`src/rtl/rx_uart_cfg_pkg.sv`:
```
// rx_uart_cfg_pkg: shared types and baud table for the
// configurable UART receiver.
package rx_uart_cfg_pkg;

  typedef enum logic [2:0] {
    S_IDLE,
    S_START,
    S_DATA,
    S_PARITY,
    S_STOP1,
    S_STOP2
  } rx_state_e;

  typedef enum logic [1:0] {
    PAR_NONE  = 2'd0,
    PAR_EVEN  = 2'd1,
    PAR_ODD   = 2'd2,
    PAR_NONE3 = 2'd3
  } parity_e;

  localparam int FRAME_W = 10;

  function automatic int baud_rate(input logic [3:0] sel);
    int b;
    case (sel)
      4'd1:    b = 19200;
      4'd2:    b = 38400;
      4'd3:    b = 57600;
      4'd4:    b = 115200;
      default: b = 9600;
    endcase
    return b;
  endfunction

  function automatic int baud_div(
    input int         clk_hz,
    input int         os,
    input logic [3:0] sel
  );
    int d;
    d = clk_hz / (baud_rate(sel) * os);
    return (d < 1) ? 1 : d;
  endfunction

endpackage

```
`src/rtl/rx_uart_cfg_fifo.sv`:
```
// uart_rx_fifo: power-of-2 receive FIFO with separate
// occupancy count; head is read combinationally.
module uart_rx_fifo #(
  parameter int WIDTH = 10,
  parameter int DEPTH = 4
) (
  input  logic             i_clk,
  input  logic             i_rst,
  input  logic             i_wr,
  input  logic [WIDTH-1:0] i_wdata,
  input  logic             i_rd,
  output logic [WIDTH-1:0] o_rdata,
  output logic             o_empty,
  output logic             o_full
);
  localparam int AW = $clog2(DEPTH);
  localparam int CW = AW + 1;

  logic [WIDTH-1:0] mem [DEPTH];
  logic [AW-1:0]    wp_q;
  logic [AW-1:0]    rp_q;
  logic [CW-1:0]    cnt_q;
  logic             do_rd;
  logic             do_wr;

  assign o_empty = (cnt_q == '0);
  assign o_full  = (cnt_q == CW'(DEPTH));
  assign do_rd   = i_rd && !o_empty;
  // a pop in the same cycle frees the slot for a write on full
  assign do_wr   = i_wr && (!o_full || do_rd);
  assign o_rdata = o_empty ? '0 : mem[rp_q];

  always_ff @(posedge i_clk) begin
    if (do_wr) mem[wp_q] <= i_wdata;
  end

  always_ff @(posedge i_clk or negedge i_rst) begin
    if (!i_rst) begin
      wp_q  <= '0;
      rp_q  <= '0;
      cnt_q <= '0;
    end else begin
      if (do_wr) wp_q <= wp_q + 1'b1;
      if (do_rd) rp_q <= rp_q + 1'b1;
      if (do_wr && !do_rd) cnt_q <= cnt_q + 1'b1;
      else if (!do_wr && do_rd) cnt_q <= cnt_q - 1'b1;
    end
  end

endmodule

```
`src/rtl/rx_uart_cfg.sv`:
```
// rx_uart_cfg: oversampling UART receiver with per-frame
// latched format, majority-vote bits and a receive FIFO.
module rx_uart_cfg
  import rx_uart_cfg_pkg::*;
#(
  parameter int CLK_HZ     = 1000000,
  parameter int OVERSAMPLE = 16,
  parameter int FIFO_DEPTH = 4
) (
  input  logic       i_clk,
  input  logic       i_rst,
  input  logic [3:0] i_sel_baud,
  input  logic [1:0] i_data_bits,
  input  logic [1:0] i_parity,
  input  logic       i_stop2,
  input  logic       i_Rx,
  output logic [7:0] o_Data,
  output logic       o_valid,
  input  logic       i_ready,
  output logic       o_frame_err,
  output logic       o_parity_err,
  output logic       o_overrun,
  output logic       o_busy
);
  localparam int D0 = baud_div(CLK_HZ, OVERSAMPLE, 4'd0);
  localparam int D1 = baud_div(CLK_HZ, OVERSAMPLE, 4'd1);
  localparam int D2 = baud_div(CLK_HZ, OVERSAMPLE, 4'd2);
  localparam int D3 = baud_div(CLK_HZ, OVERSAMPLE, 4'd3);
  localparam int D4 = baud_div(CLK_HZ, OVERSAMPLE, 4'd4);
  localparam int DW = $clog2(D0 + 1);
  localparam int SW = $clog2(OVERSAMPLE);

  localparam logic [SW-1:0] T_LO  = SW'(OVERSAMPLE / 2 - 1);
  localparam logic [SW-1:0] T_MID = SW'(OVERSAMPLE / 2);
  localparam logic [SW-1:0] T_HI  = SW'(OVERSAMPLE / 2 + 1);
  localparam logic [SW-1:0] T_END = SW'(OVERSAMPLE - 1);

  rx_state_e     state_q, state_d;
  logic [1:0]    sync_q;
  logic          rx_s, rx_prev_q;
  logic          start_edge;
  logic [3:0]    sel_q;
  logic [1:0]    dbits_q;
  parity_e       par_q;
  logic          stop2_q;
  logic [DW-1:0] div_q, div_lim;
  logic [SW-1:0] s_q;
  logic          tick, chk, dec, armed_q;
  logic [1:0]    smp_q;
  logic          bit_v, last_bit, par_en, busy;
  logic [2:0]    bit_cnt_q;
  logic [7:0]    data_q;
  logic          par_acc_q, perr_q, ferr_q;
  logic          wr_q, ovr_q, fifo_full, fifo_empty;

  assign rx_s       = sync_q[1];
  assign busy       = (state_q != S_IDLE);
  assign start_edge = !busy && rx_prev_q && !rx_s;
  assign tick       = busy && (div_q == div_lim);
  assign chk        = tick && (s_q == T_MID);
  assign dec        = tick && (s_q == T_HI) && armed_q;
  assign bit_v      = (smp_q[1] & smp_q[0]) |
                      (smp_q[1] & rx_s) |
                      (smp_q[0] & rx_s);
  assign last_bit   = (bit_cnt_q == 3'd4 + {1'b0, dbits_q});
  assign par_en     = (par_q == PAR_EVEN) || (par_q == PAR_ODD);

  always_comb begin
    div_lim = DW'(D0 - 1);
    case (sel_q)
      4'd1:    div_lim = DW'(D1 - 1);
      4'd2:    div_lim = DW'(D2 - 1);
      4'd3:    div_lim = DW'(D3 - 1);
      4'd4:    div_lim = DW'(D4 - 1);
      default: div_lim = DW'(D0 - 1);
    endcase
  end

  always_comb begin
    state_d = state_q;
    unique case (state_q)
      S_IDLE:   if (start_edge) state_d = S_START;
      S_START:  if (chk) state_d = rx_s ? S_IDLE : S_DATA;
      S_DATA:   if (dec && last_bit)
                  state_d = par_en ? S_PARITY : S_STOP1;
      S_PARITY: if (dec) state_d = S_STOP1;
      S_STOP1:  if (dec) state_d = stop2_q ? S_STOP2 : S_IDLE;
      S_STOP2:  if (dec) state_d = S_IDLE;
      default:  state_d = S_IDLE;
    endcase
  end

  always_ff @(posedge i_clk or negedge i_rst) begin
    if (!i_rst) state_q <= S_IDLE;
    else        state_q <= state_d;
  end

  always_ff @(posedge i_clk or negedge i_rst) begin
    if (!i_rst) begin
      sync_q    <= 2'b11;
      rx_prev_q <= 1'b1;
      sel_q     <= '0;
      dbits_q   <= '0;
      par_q     <= PAR_NONE;
      stop2_q   <= 1'b0;
      div_q     <= '0;
      s_q       <= '0;
      smp_q     <= '0;
      armed_q   <= 1'b0;
    end else begin
      sync_q    <= {sync_q[0], i_Rx};
      rx_prev_q <= rx_s;
      if (start_edge) begin
        sel_q   <= i_sel_baud;
        dbits_q <= i_data_bits;
        par_q   <= parity_e'(i_parity);
        stop2_q <= i_stop2;
      end
      if (!busy || tick) div_q <= '0;
      else               div_q <= div_q + 1'b1;
      if (!busy) s_q <= '0;
      else if (tick) s_q <= (s_q == T_END) ? '0 : s_q + 1'b1;
      if (tick && (s_q == T_LO || s_q == T_MID))
        smp_q <= {smp_q[0], rx_s};
      // START leaves before its own vote so bits decide on fresh samples
      if (start_edge || dec) armed_q <= 1'b0;
      else if (tick && s_q == T_LO && state_q != S_START)
        armed_q <= 1'b1;
    end
  end

  always_ff @(posedge i_clk or negedge i_rst) begin
    if (!i_rst) begin
      bit_cnt_q <= '0;
      data_q    <= '0;
      par_acc_q <= 1'b0;
      perr_q    <= 1'b0;
      ferr_q    <= 1'b0;
      wr_q      <= 1'b0;
      ovr_q     <= 1'b0;
    end else begin
      if (start_edge) begin
        bit_cnt_q <= '0;
        data_q    <= '0;
        par_acc_q <= 1'b0;
        perr_q    <= 1'b0;
        ferr_q    <= 1'b0;
      end else if (dec) begin
        if (state_q == S_DATA) begin
          data_q[bit_cnt_q] <= bit_v;
          bit_cnt_q         <= bit_cnt_q + 1'b1;
          par_acc_q         <= par_acc_q ^ bit_v;
        end
        if (state_q == S_PARITY)
          perr_q <= par_acc_q ^ bit_v ^ (par_q == PAR_ODD);
        if ((state_q == S_STOP1 || state_q == S_STOP2) && !bit_v)
          ferr_q <= 1'b1;
      end
      wr_q  <= dec && ((state_q == S_STOP1 && !stop2_q) ||
                       state_q == S_STOP2);
      ovr_q <= wr_q && fifo_full && !i_ready;
    end
  end

  uart_rx_fifo #(
    .WIDTH (FRAME_W),
    .DEPTH (FIFO_DEPTH)
  ) u_fifo (
    .i_clk   (i_clk),
    .i_rst   (i_rst),
    .i_wr    (wr_q),
    .i_wdata ({ferr_q, perr_q, data_q}),
    .i_rd    (i_ready),
    .o_rdata ({o_frame_err, o_parity_err, o_Data}),
    .o_empty (fifo_empty),
    .o_full  (fifo_full)
  );

  assign o_valid   = !fifo_empty;
  assign o_overrun = ovr_q;
  assign o_busy    = busy;

endmodule

```
`config.mk`:
```
export PLATFORM = sky130hd
export DESIGN_NAME = rx_uart_cfg
export DESIGN_NICKNAME = d
export VERILOG_FILES = /design/src/rtl/rx_uart_cfg_pkg.sv /design/src/rtl/rx_uart_cfg_fifo.sv /design/src/rtl/rx_uart_cfg.sv
export SDC_FILE = /design/constraint.sdc
export NUM_CORES = 1
export LEC_CHECK = 0
export CAP_MARGIN = 10
export CORE_UTILIZATION = 59
export DETAILED_ROUTE_END_ITERATION = 8
export GPL_TIMING_DRIVEN = 0
export PLACE_DENSITY = 0.8
export SLEW_MARGIN = 20
export SYNTH_ARGS = -nofsm -noshare
export SYNTH_HDL_FRONTEND = slang
export SYNTH_SLANG_ARGS = --single-unit
export TNS_END_PERCENT = 30
```
`constraint.sdc`:
```
create_clock -name i_clk -period 3.25 [get_ports i_clk]
set_clock_uncertainty 0.2 [all_clocks]
set_input_delay 0.65 -clock i_clk [delete_from_list [all_inputs] [get_ports i_clk]]
set_output_delay 0.65 -clock i_clk [all_outputs]
set_load 0.01 [all_outputs]
```
# Yosys cells after proc, flatten, opt, wreduce, memory -nomap -nowiden
# Memories as Yosys holds them, arrays and structs flattened.
# Cells that the tools add are included.
# word_totals
register_bits	48
mem_bits_rw	40
in_bits	13
output_inout_bits	13
wordCells	155
n_memories	1
# classes
addsub	8
magnitude_cmp	2
n_eq_ne	26
n_mux	40
bitwise_logic	7
reduce_logical	50
# mem_list
memory	words	width	rd	rd_ports_with_merged_regs	wr	line_no	text
u_fifo.mem	4	10	1	0	1	rx_uart_cfg_fifo.sv:19	logic [WIDTH-1:0] mem [DEPTH];
# op_table
operator	n
$mux W3	14
$mux W8	3
$logic_and A1 B1 Y1	20
$pmux W3 S6	1
$mux W1	14
$ne A2 B2 Y1 const B	7
$eq A4 B4 Y1 const B	3
$mux W4	3
$reduce_bool A2 Y1	6
$mux W10	1
$add A3 B1 Y3 const B	3
$eq A3 B3 Y1 const B	3
$logic_not A1 Y1	9
$bwmux W8	1
$eq A4 B2 Y1 const B	2
$eq A4 B3 Y1 const B	2
$logic_or A1 B1 Y1	7
$eq A3 B2 Y1 const B	2
$eq A3 B3 Y1	2
$logic_not A3 Y1	2
$pmux W3 S2	1
$reduce_and A2 Y1	3
$reduce_and A6 Y1	1
$add A2 B1 Y2 const B	2
17 further kinds	21

# Logic depth before layout (Yosys ltp)
# depth
depth_word	10
ltp_mapped	9
ltp_nobuf	8

# Hierarchy
# Synthesis repeated with hierarchy kept, for this count alone.
# hier_totals
hier_cells	313
area_unflattened_um2	4119.0
# by_module_without_submodules
module	n_inst	cells_each	area_each_um2	seq_area_each_um2
rx_uart_cfg	1	214	2119.5	1029.7
uart_rx_fifo	1	99	1999.4	1376.3

# Worst setup path before layout
# Ideal clock, no wire load.
# synth_path
path_type	input to register
startpoint	in i_ready
endpoint	reg u_fifo.cnt_q[1]
setup_time_ns	0.125
arrival_time_ns	2.125
required_ns	2.925
slack_ns	0.800
path_stages	7
path_buffers	1
path_cell_list	nor4b_1 > nor2b_1 > clkbuf_1 > ha_1 > inv_1 > fa_1 > mux2_2
# synth_between
elab_chain_cells	6
elab_cells_between_ends	9
cone_classes	mux: 1; reduce/logical: 8
# synth_rtl
element	line_no	text
start, declared	rx_uart_cfg.sv:19	input logic i_ready,
$logic_and A1 B1 Y1 (*)	rx_uart_cfg_fifo.sv:28	assign do_rd = i_rd && !o_empty;
$logic_or A1 B1 Y1 (*)	rx_uart_cfg_fifo.sv:30	assign do_wr = i_wr && (!o_full || do_rd);
$logic_and A1 B1 Y1 (*)	rx_uart_cfg_fifo.sv:30	
net u_fifo.do_wr	rx_uart_cfg_fifo.sv:24	logic do_wr;
$logic_not A1 Y1	rx_uart_cfg_fifo.sv:46	else if (!do_wr && do_rd) cnt_q <= cnt_q - 1'b1;
$logic_and A1 B1 Y1	rx_uart_cfg_fifo.sv:46	
$reduce_bool A2 Y1 (no source line)	n/a	
end signal, assigned	rx_uart_cfg_fifo.sv:45	if (do_wr && !do_rd) cnt_q <= cnt_q + 1'b1;
end signal, assigned	rx_uart_cfg_fifo.sv:46	
end, declared	rx_uart_cfg_fifo.sv:22	logic [CW-1:0] cnt_q;
# Mark *: on every way through the listed nets, which the timed path passes. The rest lies on a longest branch.
# A chain may end at the register's enable or synchronous reset.

# Worst setup path in the final report
# layout_path
startpoint	reg u_fifo.rp_q[1]
endpoint	out o_Data[1]
# layout_between
elab_chain_cells	2
# layout_rtl
element	line_no	text
start, declared	rx_uart_cfg_fifo.sv:21	logic [AW-1:0] rp_q;
start signal, assigned	rx_uart_cfg_fifo.sv:44	if (do_rd) rp_q <= rp_q + 1'b1;
$mem_v2 Z4 W10	n/a	
$mux W10	rx_uart_cfg_fifo.sv:31	assign o_rdata = o_empty ? '0 : mem[rp_q];
end, declared	rx_uart_cfg.sv:17	output logic [7:0] o_Data,
# No other way between the ends.

==> results.txt <==
----------------------------------------------------
[Run status]
  Run status ... finished with violations
  Violations in the final reports ... design-rule violations

[Cells and area]
  Share of final-layout standard cells stronger than drive strength 1 ... 11.91%
  Final instance count without filler cells ... 438
  Number of inserted filler cells in the final layout ... 454
  Antenna cells ... 0
  Core occupancy in the finished layout ... 70.47%
  Most frequent cells in the layout ... 50 x sky130_fd_sc_hd__nand2_1, 45 x sky130_fd_sc_hd__dfrtp_1, 40 x sky130_fd_sc_hd__edfxtp_1, 24 x sky130_fd_sc_hd__clkdlybuf4s50_1, 16 x sky130_fd_sc_hd__and2_1
  Net total in the final layout ... 381
  Area Growth Syn to Fin ... 13.60%
  Commonest non-fill, non-tap cell in the layout ... sky130_fd_sc_hd__nand2_1

[Min path]
  Class of the worst hold path ... input port to asynchronous set/reset pin

[Detailed routing]
  Pre-antenna DRT Iters ... 6
  Via count ... 2,490
  Sum of routed wire length over all layers ... 6.793 mm
  Number of violations reported at the end of detailed-routing iteration 0 ... 125
  Number of nets still failing antenna checks after routing ... 0
  Post-detailed-route via-to-cell ratio ... 5.685
  DRC errors left ... 2
  Wire length per cell ... 15.51 microns

[Timing]
  Final Setup Violations ... 0
  Share of the clock period used by the worst path after layout ... 95.91%
  Normalized max-slew margin ... 57.57%
  Worst-margin pin slew ... 636.4 ps
  Total Negative Setup Slacks ... 0 ps
  Minimum period implied by the final worst setup slack ... 3117 ps
  Timing-limited maximum frequency ... 320.8 MHz
  Setup repair after global routing missed its margin ... no
  Number of pins with negative max-slew slack in the final report ... 0
  Hold Vio Cnt, Final ... 0

[Critical path]
  Cell Chain, Critical Path ... clkbuf_1 -> mux4_2 -> and2_1 -> clkdlybuf4s50_1
  WP buf/inv ... 2
  Top cell family by delay on the critical path ... buffers and inverters
  Largest driver fanout on the critical path ... 10
  Kind of critical path ... flop to primary output
  CP max-delay cell ... sky130_fd_sc_hd__clkbuf_1
  R2R setup slack ... 800 ps
  Type of destination of the critical path ... primary output
  Largest stage delay on the critical path ... 500 ps
  Element type at the critical path start ... flop
  Data required time at the worst endpoint ... 2400 ps
  Worst EP arrival ... 2270 ps

[Power and ir drop]
  Leakage component of the power ... 1.852 nW
  Net switching power ... 0.8278 mW
  Tot Pwr ... 2.599 mW
  Comb power frac ... 21.9%
  Worst vdd rail ir drop ... 396.3 uV
  Power per cell area ... 574.3 nW/um^2
  Sw frac ... 31.85%
  Internal Power ... 1.771 mW
  Clock share of power ... 25.8%
  Share of power burned in registers ... 52.2%

[Synthesis]
  Average instance area after synthesis ... 12.49 sq um
  Cell type with the largest total area after synthesis ... sky130_fd_sc_hd__edfxtp_1
  Portion of the post-synthesis area used by sequential elements ... 60.40%
  Syn Nets ... 344
  Mapped Cells ... 319
  Mapped cell area ... 3984 sq um
  Leading cell types by total area after synthesis ... sky130_fd_sc_hd__edfxtp_1 30%, sky130_fd_sc_hd__dfrtp_1 28%, sky130_fd_sc_hd__mux4_2 5.7%
  Async set-or-reset flop fraction in the synthesized netlist ... 54.55%
  Count of different cell masters after synthesis ... 45
  Dominant synthesized flop cell ... sky130_fd_sc_hd__dfrtp_1
  Post-synth EDFFs ... 40
  FF+latch count, synth ... 88
  Yosys warning total ... 0
  Area share of the largest cell type after synthesis ... 30.15%

[Global route]
  GR Util All Layers ... 21.74%
  First-pass GRT wire length ... 11.67 mm
  Number of antenna violations at the first check in global routing ... 0
  Number of global-route vias before repair ... 2,460
  Remaining global-route overflow ... 0
  Pin count of the biggest net entering global routing ... 26

[Place]
  Post-detail-place hpwl ... 4.755 mm
  Inst Count DP ... 422
  Port Buffer Count ... 25
  Global placement routability congestion ... 0.8510

[Clock network]
  Post-CTS setup buffer count ... 0
  Clk Latency, worst-skew pair ... 360 ps
  Maximum count of clock buffers along a single path ... 2
  H-tree depth ... 3
  Inserted Clock Buffers ... 9
  TritonCTS clock tree ... built
  Number of sinks on the clock net ... 88
  Master cell of the clock root buffer ... sky130_fd_sc_hd__clkbuf_8
  Post-CTS clock slew at the launch and capture registers of the worst setup and hold paths ... 90 ps

[Flow run]
  Number of maximum-capacitance constraint violations ... 0

[Floorplanning]
  Die height ... 84.17 microns
  FP Rows ... 29
  Core Box Area ... 6422 sq um
  Effective utilization at floorplan ... 62.03%
  Area of the die ... 7085 sq um
  Die X ... 84.17 microns
  Boundary pin count ... 26

----------------------------------------------------
## kinds of logic (layout without fill, tap and decap cells)
| family | count (synthesis) | in the layout | synth area share (%) |
|---|---|---|---|
| xor+xnor | 12 | 12 | 2.638 |
| flops | 88 | 88 | 60.40 |
| compound gates | 36 | 36 | 6.062 |
| simple gates | 122 | 122 | 15.45 |
| buf+inv | 27 | 69 | 2.732 |
| fa+ha+maj | 13 | 13 | 4.209 |
| mux | 21 | 21 | 8.511 |
## area by class of cell
class | count | area, sq um | share of cell area [%]
Timing Repair Buffer | 26 | 272.8 | 6.027
Inverter | 10 | 37.54 | 0.8294
Sequential cell | 88 | 2406 | 53.17
Buffer | 17 | 73.82 | 1.631
Clock inverter | 6 | 42.54 | 0.9400
Clock buffer | 10 | 127.6 | 2.820
Multi-Input combinational cell | 204 | 1469 | 32.46
Tap cell | 77 | 96.34 | 2.129
## state kept, by name, indices dropped and copies added, names as in the netlist, 3 cells and up
signal / count
bit_cnt_q: 3
data_q: 8
div_q: 3
s_q: 4
sel_q: 4
state_q: 3
u_fifo.cnt_q: 3
u_fifo.mem: 40
## stage by stage
step / hold slack (ps) / instance area [sq um] / setup slack [ps]
6_report: 85.93 / 4526 / 132.8
5_1_grt: 124.6 / 4526 / 21.77
4_1_cts: 96.94 / 4523 / 40.59
3_5_place_dp: 147.3 / 4353 / 105.7
3_3_place_gp: 145.7 / 4330 / -8.254
2_1_floorplan: 145.2 / 3984 / 800.2
## power by group through the flow
stage / sequential [mW] / combinational [mW] / clock [mW]
6_report: 1.36 / 0.570 / 0.671
3_5_place_dp: 1.38 / 0.564 / 0
2_1_floorplan: 1.36 / 0.426 / 0
3_3_place_gp: 1.37 / 0.547 / 0
4_1_cts: 1.36 / 0.570 / 0.687
5_1_grt: 1.37 / 0.652 / 0.732
## final timing paths
kind | start | end | cells after the start
setup / recovery | u_fifo.rp_q[1]$_DFFE_PN0P_ | o_Data[1] | 4
min in group i_clk | sync_q[0]$_DFF_PN1_ | sync_q[1]$_DFF_PN1_ | 0
max in group asynchronous | i_rst | bit_cnt_q[0]$_DFFE_PN0P_ | 2
setup reg to reg | u_fifo.cnt_q[0]$_DFFE_PN0P_ | u_fifo.cnt_q[1]$_DFFE_PN0P_ | 7
hold / removal | i_rst | u_fifo.rp_q[0]$_DFFE_PN0P_ | 1
hold reg to reg | sync_q[0]$_DFF_PN1_ | sync_q[1]$_DFF_PN1_ | 0
## per-layer routing
layer  part of all wire (%)  GRT usage, %  vias up
li1                       -             -     1216
met1                     44         27.57     1217
met2                     51         36.07       44
met3                    3.0         4.720       13
met4                    2.2         10.34        0
met5                      0             0        -
## what timing repair did
action,in CTS,in global routing
setup endpoints to repair,0,8
resized for setup,0,1
hold buffers,0,0
## cell usage after synthesis, types with 4 or more instances
cell	instances
sky130_fd_sc_hd__a21oi_1	7
sky130_fd_sc_hd__and2_1	16
sky130_fd_sc_hd__buf_2	5
sky130_fd_sc_hd__clkbuf_1	11
sky130_fd_sc_hd__dfrtp_1	45
sky130_fd_sc_hd__edfxtp_1	40
sky130_fd_sc_hd__ha_1	11
sky130_fd_sc_hd__inv_1	10
sky130_fd_sc_hd__mux2i_1	8
sky130_fd_sc_hd__mux4_2	10
sky130_fd_sc_hd__nand2_1	50
sky130_fd_sc_hd__nand3_1	8
sky130_fd_sc_hd__nor2_1	13
sky130_fd_sc_hd__nor3_1	12
sky130_fd_sc_hd__nor4_1	5
sky130_fd_sc_hd__o211ai_1	4
sky130_fd_sc_hd__o21a_1	4
sky130_fd_sc_hd__o21ai_0	8
sky130_fd_sc_hd__xnor2_1	7
sky130_fd_sc_hd__xor2_1	5
(Power assumes the default switching activity.)
